`src/rtl/wb_cmd_initiator.sv`:
```
// Fabric-side Wishbone initiator: FIFO-buffered commands, one single-beat bus cycle and one response each.
// Optional bus timeout is enabled by defining WBM_TIMEOUT_EN.
module wb_cmd_initiator #(
  parameter int                   ADDRWIDTH       = 17,
  parameter int                   DATAWIDTH       = 32,
  parameter int                   FIFO_DEPTH_LOG2 = 2,
  parameter int                   TIMEOUT_CYCLES  = 255,
  parameter logic [DATAWIDTH-1:0] ERR_READ_VALUE  = 32'hBADFABAC
) (
  input  logic                 WB_CLK,
  input  logic                 WB_RST,
  input  logic                 cmd_valid_i,
  output logic                 cmd_ready_o,
  input  logic                 cmd_we_i,
  input  logic [ADDRWIDTH-1:0] cmd_adr_i,
  input  logic [3:0]           cmd_byte_stb_i,
  input  logic [DATAWIDTH-1:0] cmd_dat_i,
  output logic                 rsp_valid_o,
  input  logic                 rsp_ready_i,
  output logic [DATAWIDTH-1:0] rsp_dat_o,
  output logic                 rsp_err_o,
  output logic [ADDRWIDTH-1:0] WBs_ADR_o,
  output logic                 WBs_CYC_o,
  output logic                 WBs_STB_o,
  output logic                 WBs_WE_o,
  output logic                 WBs_RD_o,
  output logic [3:0]           WBs_BYTE_STB_o,
  output logic [DATAWIDTH-1:0] WBs_WR_DAT_o,
  input  logic [DATAWIDTH-1:0] WBs_RD_DAT_i,
  input  logic                 WBs_ACK_i,
  output logic                 busy_o
);

  localparam int PW    = FIFO_DEPTH_LOG2;
  localparam int DEPTH = 1 << FIFO_DEPTH_LOG2;

  typedef enum logic [1:0] {ST_IDLE, ST_BUS, ST_RESP} state_t;

  state_t r_state;
  state_t w_state_nxt;

  // FIFO storage is data only; pointers carry an extra wrap bit for full/empty.
  logic                 r_mem_we  [DEPTH];
  logic [ADDRWIDTH-1:0] r_mem_adr [DEPTH];
  logic [3:0]           r_mem_stb [DEPTH];
  logic [DATAWIDTH-1:0] r_mem_dat [DEPTH];
  logic [PW:0]          r_wr_ptr;
  logic [PW:0]          r_rd_ptr;

  logic w_empty;
  logic w_full;
  logic w_push;
  logic w_pop;
  logic w_ack_done;
  logic w_to_done;
  logic w_rsp_done;

  logic                 r_cyc;
  logic                 r_we;
  logic [ADDRWIDTH-1:0] r_adr;
  logic [3:0]           r_stb;
  logic [DATAWIDTH-1:0] r_wdat;
  logic                 r_rsp_valid;
  logic [DATAWIDTH-1:0] r_rsp_dat;

  assign w_empty = (r_wr_ptr == r_rd_ptr);
  assign w_full  = (r_wr_ptr[PW] != r_rd_ptr[PW]) &&
                   (r_wr_ptr[PW-1:0] == r_rd_ptr[PW-1:0]);
  assign w_push  = cmd_valid_i & ~w_full;

  always_ff @(posedge WB_CLK) begin
    if (w_push) begin
      r_mem_we [r_wr_ptr[PW-1:0]] <= cmd_we_i;
      r_mem_adr[r_wr_ptr[PW-1:0]] <= cmd_adr_i;
      r_mem_stb[r_wr_ptr[PW-1:0]] <= cmd_byte_stb_i;
      r_mem_dat[r_wr_ptr[PW-1:0]] <= cmd_dat_i;
    end
  end

  always_ff @(posedge WB_CLK or posedge WB_RST) begin
    if (WB_RST) begin
      r_wr_ptr <= '0;
      r_rd_ptr <= '0;
    end else begin
      if (w_push) r_wr_ptr <= r_wr_ptr + (PW+1)'(1);
      if (w_pop)  r_rd_ptr <= r_rd_ptr + (PW+1)'(1);
    end
  end

`ifdef WBM_TIMEOUT_EN
  logic [7:0] r_to_cnt;
  logic       r_rsp_err;
  logic       w_to_hit;

  // Counter value seen at the edge where the TIMEOUT_CYCLES-th BUS cycle ends.
  assign w_to_hit = (r_to_cnt == 8'(TIMEOUT_CYCLES - 1));

  always_ff @(posedge WB_CLK or posedge WB_RST) begin
    if (WB_RST) begin
      r_to_cnt <= '0;
    end else if (w_pop) begin
      r_to_cnt <= '0;
    end else if (r_state == ST_BUS && !WBs_ACK_i) begin
      r_to_cnt <= r_to_cnt + 8'd1;
    end
  end

  always_ff @(posedge WB_CLK or posedge WB_RST) begin
    if (WB_RST) begin
      r_rsp_err <= 1'b0;
    end else if (w_ack_done) begin
      r_rsp_err <= 1'b0;
    end else if (w_to_done) begin
      r_rsp_err <= 1'b1;
    end
  end

  assign rsp_err_o = r_rsp_err;
`else
  logic w_to_hit;
  logic w_unused_cfg;

  assign w_to_hit     = 1'b0;
  assign w_unused_cfg = ^{ERR_READ_VALUE, 32'(TIMEOUT_CYCLES)};
  assign rsp_err_o    = 1'b0;
`endif

  always_ff @(posedge WB_CLK or posedge WB_RST) begin
    if (WB_RST) r_state <= ST_IDLE;
    else        r_state <= w_state_nxt;
  end

  always_comb begin
    w_state_nxt = r_state;
    w_pop       = 1'b0;
    w_ack_done  = 1'b0;
    w_to_done   = 1'b0;
    w_rsp_done  = 1'b0;
    case (r_state)
      ST_IDLE: begin
        if (!w_empty) begin
          w_pop       = 1'b1;
          w_state_nxt = ST_BUS;
        end
      end
      ST_BUS: begin
        // ACK wins over a timeout landing on the same edge.
        if (WBs_ACK_i) begin
          w_ack_done  = 1'b1;
          w_state_nxt = ST_RESP;
        end else if (w_to_hit) begin
          w_to_done   = 1'b1;
          w_state_nxt = ST_RESP;
        end
      end
      ST_RESP: begin
        if (rsp_ready_i) begin
          w_rsp_done  = 1'b1;
          w_state_nxt = ST_IDLE;
        end
      end
      default: w_state_nxt = ST_IDLE;
    endcase
  end

  // Bus-side registers: loaded on pop, held through BUS, left as-is after CYC drops.
  always_ff @(posedge WB_CLK or posedge WB_RST) begin
    if (WB_RST) begin
      r_cyc  <= 1'b0;
      r_we   <= 1'b0;
      r_adr  <= '0;
      r_stb  <= '0;
      r_wdat <= '0;
    end else if (w_pop) begin
      r_cyc  <= 1'b1;
      r_we   <= r_mem_we [r_rd_ptr[PW-1:0]];
      r_adr  <= r_mem_adr[r_rd_ptr[PW-1:0]];
      r_stb  <= r_mem_stb[r_rd_ptr[PW-1:0]];
      r_wdat <= r_mem_dat[r_rd_ptr[PW-1:0]];
    end else if (w_ack_done || w_to_done) begin
      r_cyc  <= 1'b0;
    end
  end

  always_ff @(posedge WB_CLK or posedge WB_RST) begin
    if (WB_RST) begin
      r_rsp_valid <= 1'b0;
      r_rsp_dat   <= '0;
    end else if (w_ack_done) begin
      r_rsp_valid <= 1'b1;
      r_rsp_dat   <= r_we ? '0 : WBs_RD_DAT_i;
    end else if (w_to_done) begin
      r_rsp_valid <= 1'b1;
      r_rsp_dat   <= ERR_READ_VALUE;
    end else if (w_rsp_done) begin
      r_rsp_valid <= 1'b0;
    end
  end

  assign cmd_ready_o    = ~w_full;
  assign busy_o         = (r_state != ST_IDLE) || !w_empty;
  assign rsp_valid_o    = r_rsp_valid;
  assign rsp_dat_o      = r_rsp_dat;
  assign WBs_CYC_o      = r_cyc;
  assign WBs_STB_o      = r_cyc;
  assign WBs_WE_o       = r_we;
  assign WBs_RD_o       = r_cyc & ~r_we;
  assign WBs_ADR_o      = r_adr;
  assign WBs_BYTE_STB_o = r_stb;
  assign WBs_WR_DAT_o   = r_wdat;

endmodule

```
`config.mk`:
```
export PLATFORM = sky130hd
export DESIGN_NAME = wb_cmd_initiator
export DESIGN_NICKNAME = d
export VERILOG_FILES = /design/src/rtl/wb_cmd_initiator.sv
export SDC_FILE = /design/constraint.sdc
export NUM_CORES = 1
export LEC_CHECK = 0
export ABC_AREA = 1
export CORE_ASPECT_RATIO = 0.9
export CORE_MARGIN = 4
export CORE_UTILIZATION = 30
export DETAILED_ROUTE_END_ITERATION = 8
export SYNTH_ARGS = -nofsm -noshare
export SYNTH_HDL_FRONTEND = slang
export SYNTH_SLANG_ARGS = --single-unit
export TNS_END_PERCENT = 30
```
`constraint.sdc`:
```
create_clock -name WB_CLK -period 10.57 [get_ports WB_CLK]
set_input_delay 2.114 -clock WB_CLK [delete_from_list [all_inputs] [get_ports WB_CLK]]
set_output_delay 2.114 -clock WB_CLK [all_outputs]
set_load 0.1 [all_outputs]
```
# After elaboration in Yosys (flattened, before gate mapping)

Memory sizes are Yosys's and may differ from the RTL's. A register that Yosys moved wholly into a read port is not among the register bits.
Index checks and enable logic that the tools add are counted.

Flip-flop bits (word level): 42
Memory bits (writable): 216
Input bits: 91
Output and inout port bits: 93
Word-level logic and storage cells: 50
Memories: 4

Memory list:

| name      | words | bits a word | rd ports | clocked after Yosys merged registers in | wr ports | RTL line | RTL |
|---|---|---|---|---|---|---|---|
| r_mem_dat | 4     | 32          | 1        | 1                                       | 1        | 46       | `logic [DATAWIDTH-1:0] r_mem_dat [DEPTH];` |
| r_mem_adr | 4     | 17          | 1        | 1                                       | 1        | 44       | `logic [ADDRWIDTH-1:0] r_mem_adr [DEPTH];` |
| r_mem_stb | 4     | 4           | 1        | 1                                       | 1        | 45       | `logic [3:0] r_mem_stb [DEPTH];` |
| r_mem_we  | 4     | 1           | 1        | 1                                       | 1        | 43       | `logic r_mem_we [DEPTH];` |

$add $sub $neg: 2
Equal/unequal tests: 8
Mux-type cells: 18
Bitwise logic cells: 4
Reductions and logical operators: 8

Operator list:

| kind                  | number |
|---|---|
| $mux W32              | 2 |
| $mux W1               | 12 |
| $add A3 B1 Y3 const B | 2 |
| $mux W2               | 3 |
| $ne A2 B2 Y1 const B  | 3 |
| $pmux W2 S3           | 1 |
| $reduce_bool A2 Y1    | 3 |
| $eq A3 B3 Y1          | 1 |
| $reduce_and A3 Y1     | 1 |
| $and A1 B1 Y1         | 2 |
| $eq A2 B1 Y1 const B  | 1 |
| $eq A2 B2 Y1          | 1 |
| $eq A2 B2 Y1 const B  | 1 |
| $logic_not A2 Y1      | 1 |
| $not A1 Y1            | 2 |
| $logic_and A1 B1 Y1   | 1 |
| $logic_not A1 Y1      | 1 |
| $logic_or A1 B1 Y1    | 1 |
| $ne A1 B1 Y1          | 1 |

# Logic depth before layout (Yosys ltp)

Gate-level depths: netlist of the first run.

Depth in word-level cells: 6
Depth in mapped cells: 9
Depth with buffers taken out: 7

# Worst setup path after synthesis of the first run

No wires, ideal clock.

Path type: input -> register
Start point: input port cmd_valid_i
End point: memory r_mem_adr[0][0] (enable)
Library setup time: 0.466 ns
Arrival time: 4.599 ns
Required time: 10.104 ns
Path slack: 5.505 ns
Cell stages on the path: 2
Path buffers: 0
Path through: nand2_1 > nor2_1

Word-level cells in the longest chain between the ends: 3

Ends and longest elaborated chain:

| element                       | RTL line | RTL |
|---|---|---|
| start, declared               | 12       | `input logic cmd_valid_i,` |
| $and A1 B1 Y1                 | 69       | `assign w_push = cmd_valid_i & ~w_full;` |
| $mux W1                       | 72       | `if (w_push) begin` |
| $mux W1 (implied by the code) | 74       | `r_mem_adr[r_wr_ptr[PW-1:0]] <= cmd_adr_i;` |
| end, declared                 | 44       |  |

Every way passes these cells.

# Worst setup path in the final report of the first run

Start point: register r_state[0]
End point: output port busy_o

Word-level cells in the longest chain between the ends: 2

Ends and longest elaborated chain:

| element                | RTL line | RTL |
|---|---|---|
| start, declared        | 39       | `state_t r_state;` |
| start signal, assigned | 130      | `else r_state <= w_state_nxt;` |
| $reduce_bool A2 Y1     | 201      | `assign busy_o = (r_state != ST_IDLE) \|\| !w_empty;` |
| $logic_or A1 B1 Y1     | 201      |  |
| end, declared          | 31       | `output logic busy_o` |

Every way passes these cells.

==> insert_results.sql, run 1 <==
INSERT INTO impl_metrics (metric_group, metric, value, unit) VALUES
('yosys', 'synth_seq_area_share', '68.5', '%'),
('timing', 'slew_viol_final', '0', ''),
('layout', 'synthToLayoutAreaGrowth', '27.2', '%'),
('route', 'via_per_inst', '4.38', ''),
('floorplanning', 'die_h', '205', 'µm'),
('clock_tree', 'clk_pin_slew_worst_paths', '0.06', 'ns'),
('global_routing', 'gr-usage-all-layers', '13.4', '%'),
('yosys', 'ys_types', '23', ''),
('route', 'dr.pass1.iters', '5', ''),
('placed_design', 'placement.setup.worst_slack', '5.93', 'ns'),
('global_routing', 'grt_overflow_total', '0', ''),
('yosys', 'postSynth.topFlopCell', 'edfxtp_1', ''),
('clock_tree', 'postCtsSetupBuffers', '0', ''),
('clock_tree', 'cts_tree', 'done', ''),
('yosys', 'synth-compound-area-share', '0.193', '%'),
('clock_tree', 'post_cts_hold_buffer_count', '0', ''),
('yosys', 'synth_top_family_by_area', 'simple AND/OR/NAND/NOR gates', ''),
('yosys', 'synth_mux_area_share', '0', '%'),
('clock_tree', 'clk-insertion-delay-late', '0.51', 'ns'),
('worst_setup_path', 'critical_path.endpoint_type', 'output pin', ''),
('yosys', 'synth_area_leaders', 'edfxtp_1 50%, dfrtp_1 19%, nand2_1 13%', ''),
('clock_tree', 'cts_root_buf', 'clkbuf_16', ''),
('clock_tree', 'post_cts_resize_count', '0', ''),
('layout', 'n_fill_cell', '4214', ''),
('timing', 'fin_worst_hold_slack', '0.466', 'ns'),
('timing', 'rsz0062_at_grt', 'no', ''),
('placed_design', 'place_congestion', '0.777', ''),
('floorplanning', 'initial_core_util', '30.3', '%'),
('yosys', 'synthesized_area_fraction_occupied_by_and_or_nand_nor_cells', '21.6', '%'),
('global_routing', 'number_of_antenna_violations_at_the_first_check_in_global_routing', '6', ''),
('min_path', 'hold_path.class', 'reg2reg', ''),
('yosys', 'synth.top_cell.area_share', '50.0', '%'),
('timing', 'fin_worst_skew', '0.0221', 'ns'),
('clock_tree', 'clkSinkCount', '312', ''),
('run_status', 'status', 'finished, final reports clean', ''),
('layout', 'layout.nets', '1561', ''),
('route', 'drt_iter0_markers', '647', ''),
('layout', 'layout.core_utilization', '38.5', '%'),
('yosys', 'yosysWarnings', '0', ''),
('clock_tree', 'cts_buffer_depth', '3', ''),
('timing', 'total_negative_slack', '0', 'ns'),
('layout', 'mostFrequentLayoutCells', '466 x nand2_1, 229 x inv_1, 216 x edfxtp_1, 201 x nand3_1, 182 x clkdlybuf4s50_1', ''),
('worst_setup_path', 'worst_ep_required_time', '8.46', 'ns'),
('yosys', 'postSynthNetCount', '1394', ''),
('global_routing', 'vias_in_the_first_global_route', '8887', ''),
('yosys', 'synth_edf_count', '216', ''),
('worst_setup_path', 'critical_path.max_stage_delay', '1.01', 'ns'),
('timing', 'timing.final.ws_setup', '5.53', 'ns'),
('worst_setup_path', 'path_cells', 'nor2_4 > buf_4 > nand4_1 > clkdlybuf4s50_1', ''),
('timing', 'period_minus_slack', '5.04', 'ns'),
('route', 'route.detailed.wl_per_inst', '15.6', 'µm'),
('floorplanning', 'fp.dieW', '227', 'µm'),
('route', 'routed-via-count', '8954', ''),
('timing', 'timing.final.setup_violations', '0', ''),
('global_routing', 'grt_pass1_wl', '49300', 'µm'),
('floorplanning', 'dieArea', '0.0467', 'mm²'),
('run', 'max-cap-violations', '0', ''),
('worst_setup_path', 'timing_worst_setup_path_type', 'reg2out', ''),
('timing', 'timing.slew.headroom', '22.1', '%'),
('clock_tree', 'h-tree-depth', '2', ''),
('global_routing', 'grt_max_degree', '110', ''),
('yosys', 'yosys_register_bits', '312', ''),
('yosys', 'synthesis.area_per_instance', '10.0', 'µm²'),
('floorplanning', 'boundaryPins', '184', ''),
('worst_setup_path', 'worstPathMaxFanout', '59', ''),
('layout', 'drive_gt1_share', '5.23', '%'),
('clock_tree', 'cts_inserted_buffers', '35', ''),
('worst_setup_path', 'worstPathBufferInverterCount', '2', ''),
('timing', 'final-hold-violation-count', '0', ''),
('route', 'drc_errors', '0', ''),
('yosys', 'synthCells', '1298', '');
==> logic make-up (layout without fill, tap and decap cells) <==
group                      count (synthesis)  count (layout)
adders and majority gates                  5               5
other                                      1               1
DFF                                      312             312
xor gates and xnor gates                   3               3
and+or+nand+nor                          678             678
buffers and inverters                    295             488
AOI/OAI and AO/OA                          4               4
==> flip-flops by register name, summed over array words and instances, names as in the netlist <==
signal and cells:
WBs_ADR_o 17, WBs_BYTE_STB_o 4, WBs_CYC_o 1, WBs_WE_o 1, WBs_WR_DAT_o 32, r_mem_adr 68, r_mem_dat 128, r_mem_stb 16
r_mem_we 4, r_rd_ptr 3, r_state 2, r_wr_ptr 3, rsp_dat_o 32, rsp_valid_o 1
==> worst paths after layout <==
check | start | endpoint | slack (ns) | depth (start not counted)
max in group asynchronous | WB_RST | r_rd_ptr[0]$_DFFE_PP0P_ | 7.35 | 3
worst min-delay path | WBs_WR_DAT_o[30]$_DFFE_PP0P_ | WBs_WR_DAT_o[30]$_DFFE_PP0P_ | 0.47 | 2
worst max-delay path | r_state[0]$_DFFE_PP0P_ | busy_o | 5.53 | 4
worst min register to register | WBs_WR_DAT_o[30]$_DFFE_PP0P_ | WBs_WR_DAT_o[30]$_DFFE_PP0P_ | 0.47 | 2
min in group asynchronous | WB_RST | WBs_WR_DAT_o[22]$_DFFE_PP0P_ | 2.10 | 2
worst max register to register | r_rd_ptr[0]$_DFFE_PP0P_ | r_state[0]$_DFFE_PP0P_ | 7.07 | 5
==> per-stage QoR <==
stage	cell area [µm²]	instances
global route	16500	2046
floorplan	13000	1298
CTS	16500	2046
detailed placement	15300	1983
finish	16500	2046
global placement	15300	1983
==> layer usage <==
metal / wire length (µm) / vias to the layer above / track usage (%) / part of all wire [%]
met5: 70 / - / 0 / 0.22
met1: 14000 / 4215 / 17.5 / 44
met3: 2530 / 62 / 4.04 / 7.9
met4: 685 / 12 / 3.80 / 2.1
li1: - / 4423 / - / -
met2: 14700 / 242 / 21.6 / 46
==> worst reg2reg max path, delay by kind of cell (launching register included) <==
family                 cells  cell delay [ns]
AND/OR/NAND/NOR            2             1.53
buffers and inverters      1             0.50
XOR/XNOR                   1             0.43
flip-flops                 1             0.69
AO/OA/AOI/OAI              1             0.21
==> synthesized netlist by cell type, types with 5 or more instances <==
library cell and n:
nor2_1 7, nand2_1 466, inv_1 230, dfrtp_1 96, ha_1 5, edfxtp_1 216, buf_1 5, nand3_1 201
clkbuf_1 27, buf_2 25, buf_4 5
==> layout make-up <==
| type | instances | area (µm²) | area share [%] |
|---|---|---|---|
| sequential | 312 | 8890 | 53.8 |
| multi-input combinational | 691 | 2970 | 18.0 |
| timing repair buffer | 193 | 1900 | 11.5 |
| clock buffer | 41 | 951 | 5.76 |
| inverter | 232 | 876 | 5.30 |
| tap | 555 | 694 | 4.20 |
| clock inverter | 22 | 225 | 1.36 |
Power of run 1 is left out: the tool's default activity adds up to more than one toggle a clock period on the data nets, which glitch-free logic cannot reach.
==> run 2, diff against run 1 <==
Clock period 10.57 ns to 5.3 ns, I/O delays scaled along.
==> insert_results.sql, run 2 (synthesized netlist as in run 1, its figures left out) <==
INSERT INTO impl_metrics (metric_group, metric, value, unit) VALUES
('worst_setup_path', 'worst_ep_arrival_time', '3.72', 'ns'),
('clock_tree', 'postCtsSetupBuffers', '0', ''),
('clock_tree', 'clkSinkCount', '312', ''),
('global_routing', 'grt_pass1_wl', '49500', 'µm'),
('layout', 'layout.cells.most_common', 'nand2_1', ''),
('timing', 'final-hold-violation-count', '0', ''),
('clock_tree', 'cts_buffer_depth', '3', ''),
('route', 'drc_errors', '0', ''),
('worst_setup_path', 'critical_path.endpoint_type', 'flop', ''),
('worst_setup_path', 'standard_cell_with_the_maximum_stage_delay_on_the_critical_path', 'nand3_4', ''),
('timing', 'total_negative_slack', '0', 'ns'),
('route', 'via_per_inst', '4.34', ''),
('clock_tree', 'clk-insertion-delay-late', '0.52', 'ns'),
('route', 'drt_iter0_markers', '574', ''),
('clock_tree', 'clk_pin_slew_worst_paths', '0.06', 'ns'),
('floorplanning', 'boundaryPins', '184', ''),
('clock_tree', 'post_cts_resize_count', '0', ''),
('timing', 'timing.slew.headroom', '23.0', '%'),
('layout', 'layout.nets', '1561', ''),
('worst_setup_path', 'critical_path.max_stage_delay', '0.71', 'ns'),
('timing', 'period_minus_slack', '3.37', 'ns'),
('floorplanning', 'dieArea', '0.0467', 'mm²'),
('worst_setup_path', 'worst_ep_required_time', '5.65', 'ns'),
('run_status', 'status', 'finished, final reports clean', ''),
('timing', 'fin_worst_skew', '0.0217', 'ns'),
('global_routing', 'gr-usage-all-layers', '13.4', '%'),
('timing', 'rsz0062_at_grt', 'no', ''),
('placed_design', 'hpwl', '18800', 'µm'),
('clock_tree', 'cts_inserted_buffers', '35', ''),
('timing', 'worst_slew_pin_slew', '1.15', 'ns'),
('timing', 'post-route-period-util', '63.5', '%'),
('clock_tree', 'post_cts_hold_buffer_count', '0', ''),
('timing', 'slew_viol_final', '0', ''),
('clock_tree', 'cts_root_buf', 'clkbuf_16', ''),
('floorplanning', 'die_h', '205', 'µm'),
('placed_design', 'place_congestion', '0.737', ''),
('floorplanning', 'initial_core_util', '30.3', '%'),
('worst_setup_path', 'worstPathMaxFanout', '58', ''),
('min_path', 'hold_path.class', 'reg2reg', ''),
('floorplanning', 'fp.dieW', '227', 'µm'),
('clock_tree', 'cts_tree', 'done', ''),
('placed_design', 'placement.io_buffers', '182', ''),
('global_routing', 'number_of_antenna_violations_at_the_first_check_in_global_routing', '8', ''),
('worst_setup_path', 'critical_path.startpoint_type', 'flop', ''),
('global_routing', 'vias_in_the_first_global_route', '8940', ''),
('floorplanning', 'fp-row-count', '72', ''),
('worst_setup_path', 'path_cells', 'xnor2_1 > nand3_4 > nand2_2 > buf_4 > o21ai_0', ''),
('run', 'max-cap-violations', '0', ''),
('global_routing', 'grt_max_degree', '110', ''),
('global_routing', 'grt_overflow_total', '0', ''),
('worst_setup_path', 'timing_worst_setup_path_type', 'reg2reg', ''),
('route', 'route.final.wire_length', '31500', 'µm'),
('route', 'final_antenna_net_count', '0', ''),
('timing', 'fin_worst_hold_slack', '0.471', 'ns'),
('route', 'dr.pass1.iters', '5', ''),
('timing', 'fmax', '297', 'MHz'),
('layout', 'drive_gt1_share', '5.70', '%'),
('layout', 'flip_flop_count_of_the_largest_register_after_layout', '128', ''),
('clock_tree', 'h-tree-depth', '2', ''),
('layout', 'synthToLayoutAreaGrowth', '28.1', '%'),
('timing', 'timing.final.setup_violations', '0', ''),
('layout', 'mostFrequentLayoutCells', '466 x nand2_1, 229 x inv_1, 216 x edfxtp_1, 201 x nand3_1, 180 x clkdlybuf4s50_1', ''),
('route', 'route.detailed.wl_per_inst', '15.4', 'µm'),
('route', 'routed-via-count', '8896', ''),
('floorplanning', 'core_region_area', '0.0429', 'mm²');
-- run 2: path summary, 6_finish.rpt --
kind                                         startpoint                      endpoint  slack (ns)  cells after the start
setup / recovery                r_rd_ptr[0]$_DFFE_PP0P_         WBs_CYC_o$_DFFE_PP0P_        1.93                      5
hold / removal             WBs_WR_DAT_o[13]$_DFFE_PP0P_  WBs_WR_DAT_o[13]$_DFFE_PP0P_        0.47                      2
setup reg to reg                r_rd_ptr[0]$_DFFE_PP0P_         WBs_CYC_o$_DFFE_PP0P_        1.93                      5
hold reg to reg            WBs_WR_DAT_o[13]$_DFFE_PP0P_  WBs_WR_DAT_o[13]$_DFFE_PP0P_        0.47                      2
max in group asynchronous                        WB_RST     rsp_dat_o[19]$_DFFE_PP0P_        3.22                      3
min in group asynchronous                        WB_RST     rsp_dat_o[14]$_DFFE_PP0P_        1.11                      2
-- run 2: metal layers --
layer	vias to the layer above	GRT usage, %	routed length [µm]
met2	223	22.3	14500
met3	59	3.92	2290
met4	14	3.52	685
li1	4409	-	-
met1	4191	17.3	14000
met5	-	0	109
-- run 2: final cells by class --
type,count,area (µm²)
well taps,555,694
clock inverters,12,184
fillers,4225,26300
repair buffers,193,1900
diodes,1,2.50
multi-input cells,691,2970
clock buffers,52,1100
flip-flops and latches,312,8890
inverters,232,876
-- run 2: stage by stage --
step                      area, µm²  cells  utilization (%)  worst slack, ns
after global routing          16600   2047             38.8             1.63
after floorplan               13000   1298                -            0.731
after CTS                     16600   2047             38.8             1.86
after detailed placement      15300   1983             35.8             1.88
final                         16600   2048             38.8             1.93
after global placement        15300   1983             35.8             1.94
-- run 2: worst max-delay path: cells and delay by family, from the launching register on --
family	cells	cell delay, ns
simple gates	2	1.29
xor+xnor	1	0.43
buf+inv	1	0.54
compound gates	1	0.16
flops	1	0.70
Power of run 2 is left out for the same reason.
==> run 3, diff against run 2 <==
Clock period 5.3 ns to 3.15 ns, I/O delays scaled along.
==> insert_results.sql, run 3 (synthesized netlist as in run 1, its figures left out) <==
INSERT INTO impl_metrics (metric_group, metric, value, unit) VALUES
('global_routing', 'groute.layer.met2.usage', '21.6', '%'),
('clock_tree', 'post_cts_hold_buffer_count', '0', ''),
('global_routing', 'grt_max_degree', '111', ''),
('worst_setup_path', 'timing_worst_setup_path_type', 'reg2out', ''),
('clock_tree', 'clk_pin_slew_worst_paths', '0.06', 'ns'),
('timing', 'slew_viol_final', '0', ''),
('floorplanning', 'boundaryPins', '184', ''),
('global_routing', 'gr-usage-all-layers', '13.2', '%'),
('route', 'dr.pass1.iters', '5', ''),
('worst_setup_path', 'rr_endpoint', 'r_mem_dat[0][25]$_DFFE_PP_', ''),
('route', 'final_antenna_net_count', '0', ''),
('global_routing', 'number_of_antenna_violations_at_the_first_check_in_global_routing', '7', ''),
('worst_setup_path', 'worstPathMaxFanout', '5', ''),
('timing', 'post-route-period-util', '79.0', '%'),
('clock_tree', 'cts_root_buf', 'clkbuf_16', ''),
('route', 'routed-via-count', '8939', ''),
('layout', 'layout.nets', '1572', ''),
('worst_setup_path', 'timing.rr.start', 'r_wr_ptr[1]$_DFFE_PP0N_', ''),
('clock_tree', 'cts_inserted_buffers', '36', ''),
('placed_design', 'hpwl', '19200', 'µm'),
('timing', 'fmax', '402', 'MHz'),
('layout', 'synthToLayoutAreaGrowth', '26.2', '%'),
('clock_tree', 'cts_tree', 'done', ''),
('floorplanning', 'initial_core_util', '30.3', '%'),
('worst_setup_path', 'path_cells', 'xnor2_1 > nand3_2 > buf_12', ''),
('layout', 'drive_gt1_share', '11.8', '%'),
('layout', 'fin_area', '0.0164', 'mm²'),
('global_routing', 'grt_most_used_layer', 'met2', ''),
('placed_design', 'place_congestion', '0.800', ''),
('run', 'max-cap-violations', '0', ''),
('clock_tree', 'cts_buffer_depth', '3', ''),
('worst_setup_path', 'worst_ep_required_time', '2.52', 'ns'),
('layout', 'flip_flop_count_of_the_largest_register_after_layout', '128', ''),
('placed_design', 'placement.io_buffers', '182', ''),
('worst_setup_path', 'critical_path.max_stage_delay', '0.50', 'ns'),
('route', 'drt_iter0_markers', '607', ''),
('clock_tree', 'h-tree-depth', '2', ''),
('worst_setup_path', 'ff_to_ff_path_depth', '7', ''),
('timing', 'timing.final.setup_violations', '0', ''),
('min_path', 'min_delay_worst_endpoint', 'WBs_WR_DAT_o[2]$_DFFE_PP0P_', ''),
('floorplanning', 'fp.dieW', '227', 'µm'),
('global_routing', 'met3_usage', '4.19', '%'),
('floorplanning', 'fp-row-count', '72', ''),
('placed_design', 'dpl_cell_area', '0.0152', 'mm²'),
('floorplanning', 'core_region_area', '0.0429', 'mm²'),
('worst_setup_path', 'worst-r2r-setup-slack', '0.90', 'ns'),
('floorplanning', 'die_h', '205', 'µm'),
('layout', 'layout.cells.most_common', 'nand2_1', ''),
('clock_tree', 'clkSinkCount', '312', ''),
('run_status', 'status', 'finished, final reports clean', ''),
('clock_tree', 'clk-insertion-delay-late', '0.53', 'ns'),
('global_routing', 'grt_overflow_total', '0', ''),
('route', 'via_per_inst', '4.34', ''),
('floorplanning', 'dieArea', '0.0467', 'mm²'),
('clock_tree', 'postCtsSetupBuffers', '0', ''),
('clock_tree', 'post_cts_resize_count', '0', ''),
('route', 'route.detailed.wl_per_inst', '15.2', 'µm'),
('global_routing', 'globalRouteMet1Util', '17.1', '%'),
('timing', 'rsz0062_at_grt', 'no', ''),
('route', 'route.final.wire_length', '31400', 'µm'),
('min_path', 'hp-start', 'WBs_WR_DAT_o[2]$_DFFE_PP0P_', ''),
('worst_setup_path', 'critical_path.startpoint_type', 'flop', ''),
('timing', 'fin_worst_skew', '0.0200', 'ns'),
('worst_setup_path', 'critical_path.endpoint_type', 'output pin', ''),
('timing', 'timing.slew.headroom', '19.3', '%'),
('layout', 'mostFrequentLayoutCells', '466 x nand2_1, 229 x inv_1, 216 x edfxtp_1, 200 x nand3_1, 109 x buf_4', ''),
('worst_setup_path', 'standard_cell_with_the_maximum_stage_delay_on_the_critical_path', 'dfrtp_4', ''),
('route', 'drc_errors', '0', ''),
('min_path', 'hold_path.class', 'reg2reg', ''),
('timing', 'period_minus_slack', '2.49', 'ns'),
('timing', 'worst_slew_pin_slew', '1.21', 'ns'),
('timing', 'final-hold-violation-count', '0', ''),
('worst_setup_path', 'worst_ep_arrival_time', '1.86', 'ns'),
('timing', 'total_negative_slack', '0', 'ns'),
('min_path', 'worst_hold_path.num_cells', '2', ''),
('global_routing', 'grt_pass1_wl', '48700', 'µm'),
('global_routing', 'vias_in_the_first_global_route', '8705', '');
run 3: final cells by class:
cell class                      instances  area, µm²
Sequential cell                       312       8890
Clock inverter                         12        106
Tap cell                              555        694
Fill cell                            4178      26500
Antenna cell                            1       2.50
Multi-Input combinational cell        691       2980
Inverter                              232        876
Clock buffer                           53       1020
Timing Repair Buffer                  203       1800
run 3: through the flow:
stage / util [%] / setup WS, ns / hold slack [ns] / instances
2_1_floorplan: - / 0.0146 / 0.475 / 1298
3_3_place_gp: 35.6 / 0.628 / 0.458 / 1993
3_5_place_dp: 35.6 / 0.603 / 0.463 / 1993
4_1_cts: 38.2 / 0.613 / 0.477 / 2058
5_1_grt: 38.2 / 0.532 / 0.496 / 2058
6_report: 38.2 / 0.660 / 0.471 / 2059
run 3: how the worst max path moves through the flow:
stage	from	slack, ns	endpoint	depth (start not counted)
floorplan	WB_RST	0.01	WBs_ADR_o[0]$_DFFE_PP0P_	1
global placement	cmd_valid_i	0.63	r_mem_dat[0][15]$_DFFE_PP_	4
detailed placement	cmd_valid_i	0.60	r_mem_dat[0][14]$_DFFE_PP_	4
CTS	r_rd_ptr[0]$_DFFE_PP0P_	0.61	cmd_ready_o	3
global route	r_rd_ptr[0]$_DFFE_PP0P_	0.53	cmd_ready_o	3
finish	r_rd_ptr[0]$_DFFE_PP0P_	0.66	cmd_ready_o	3
run 3: worst max-delay path, delay by kind of cell, from the launching register on:
family / cells / cell delay (ns)
flip-flops: 1 / 0.50
XOR/XNOR: 1 / 0.39
AND/OR/NAND/NOR: 1 / 0.23
buffers and inverters: 1 / 0.23
run 3: per-layer routing:
metal	vias up	routed length, µm
met5	-	98
met4	12	613
met3	55	2610
met2	257	14300
met1	4175	13700
li1	4440	-
Power of run 3 is left out for the same reason.
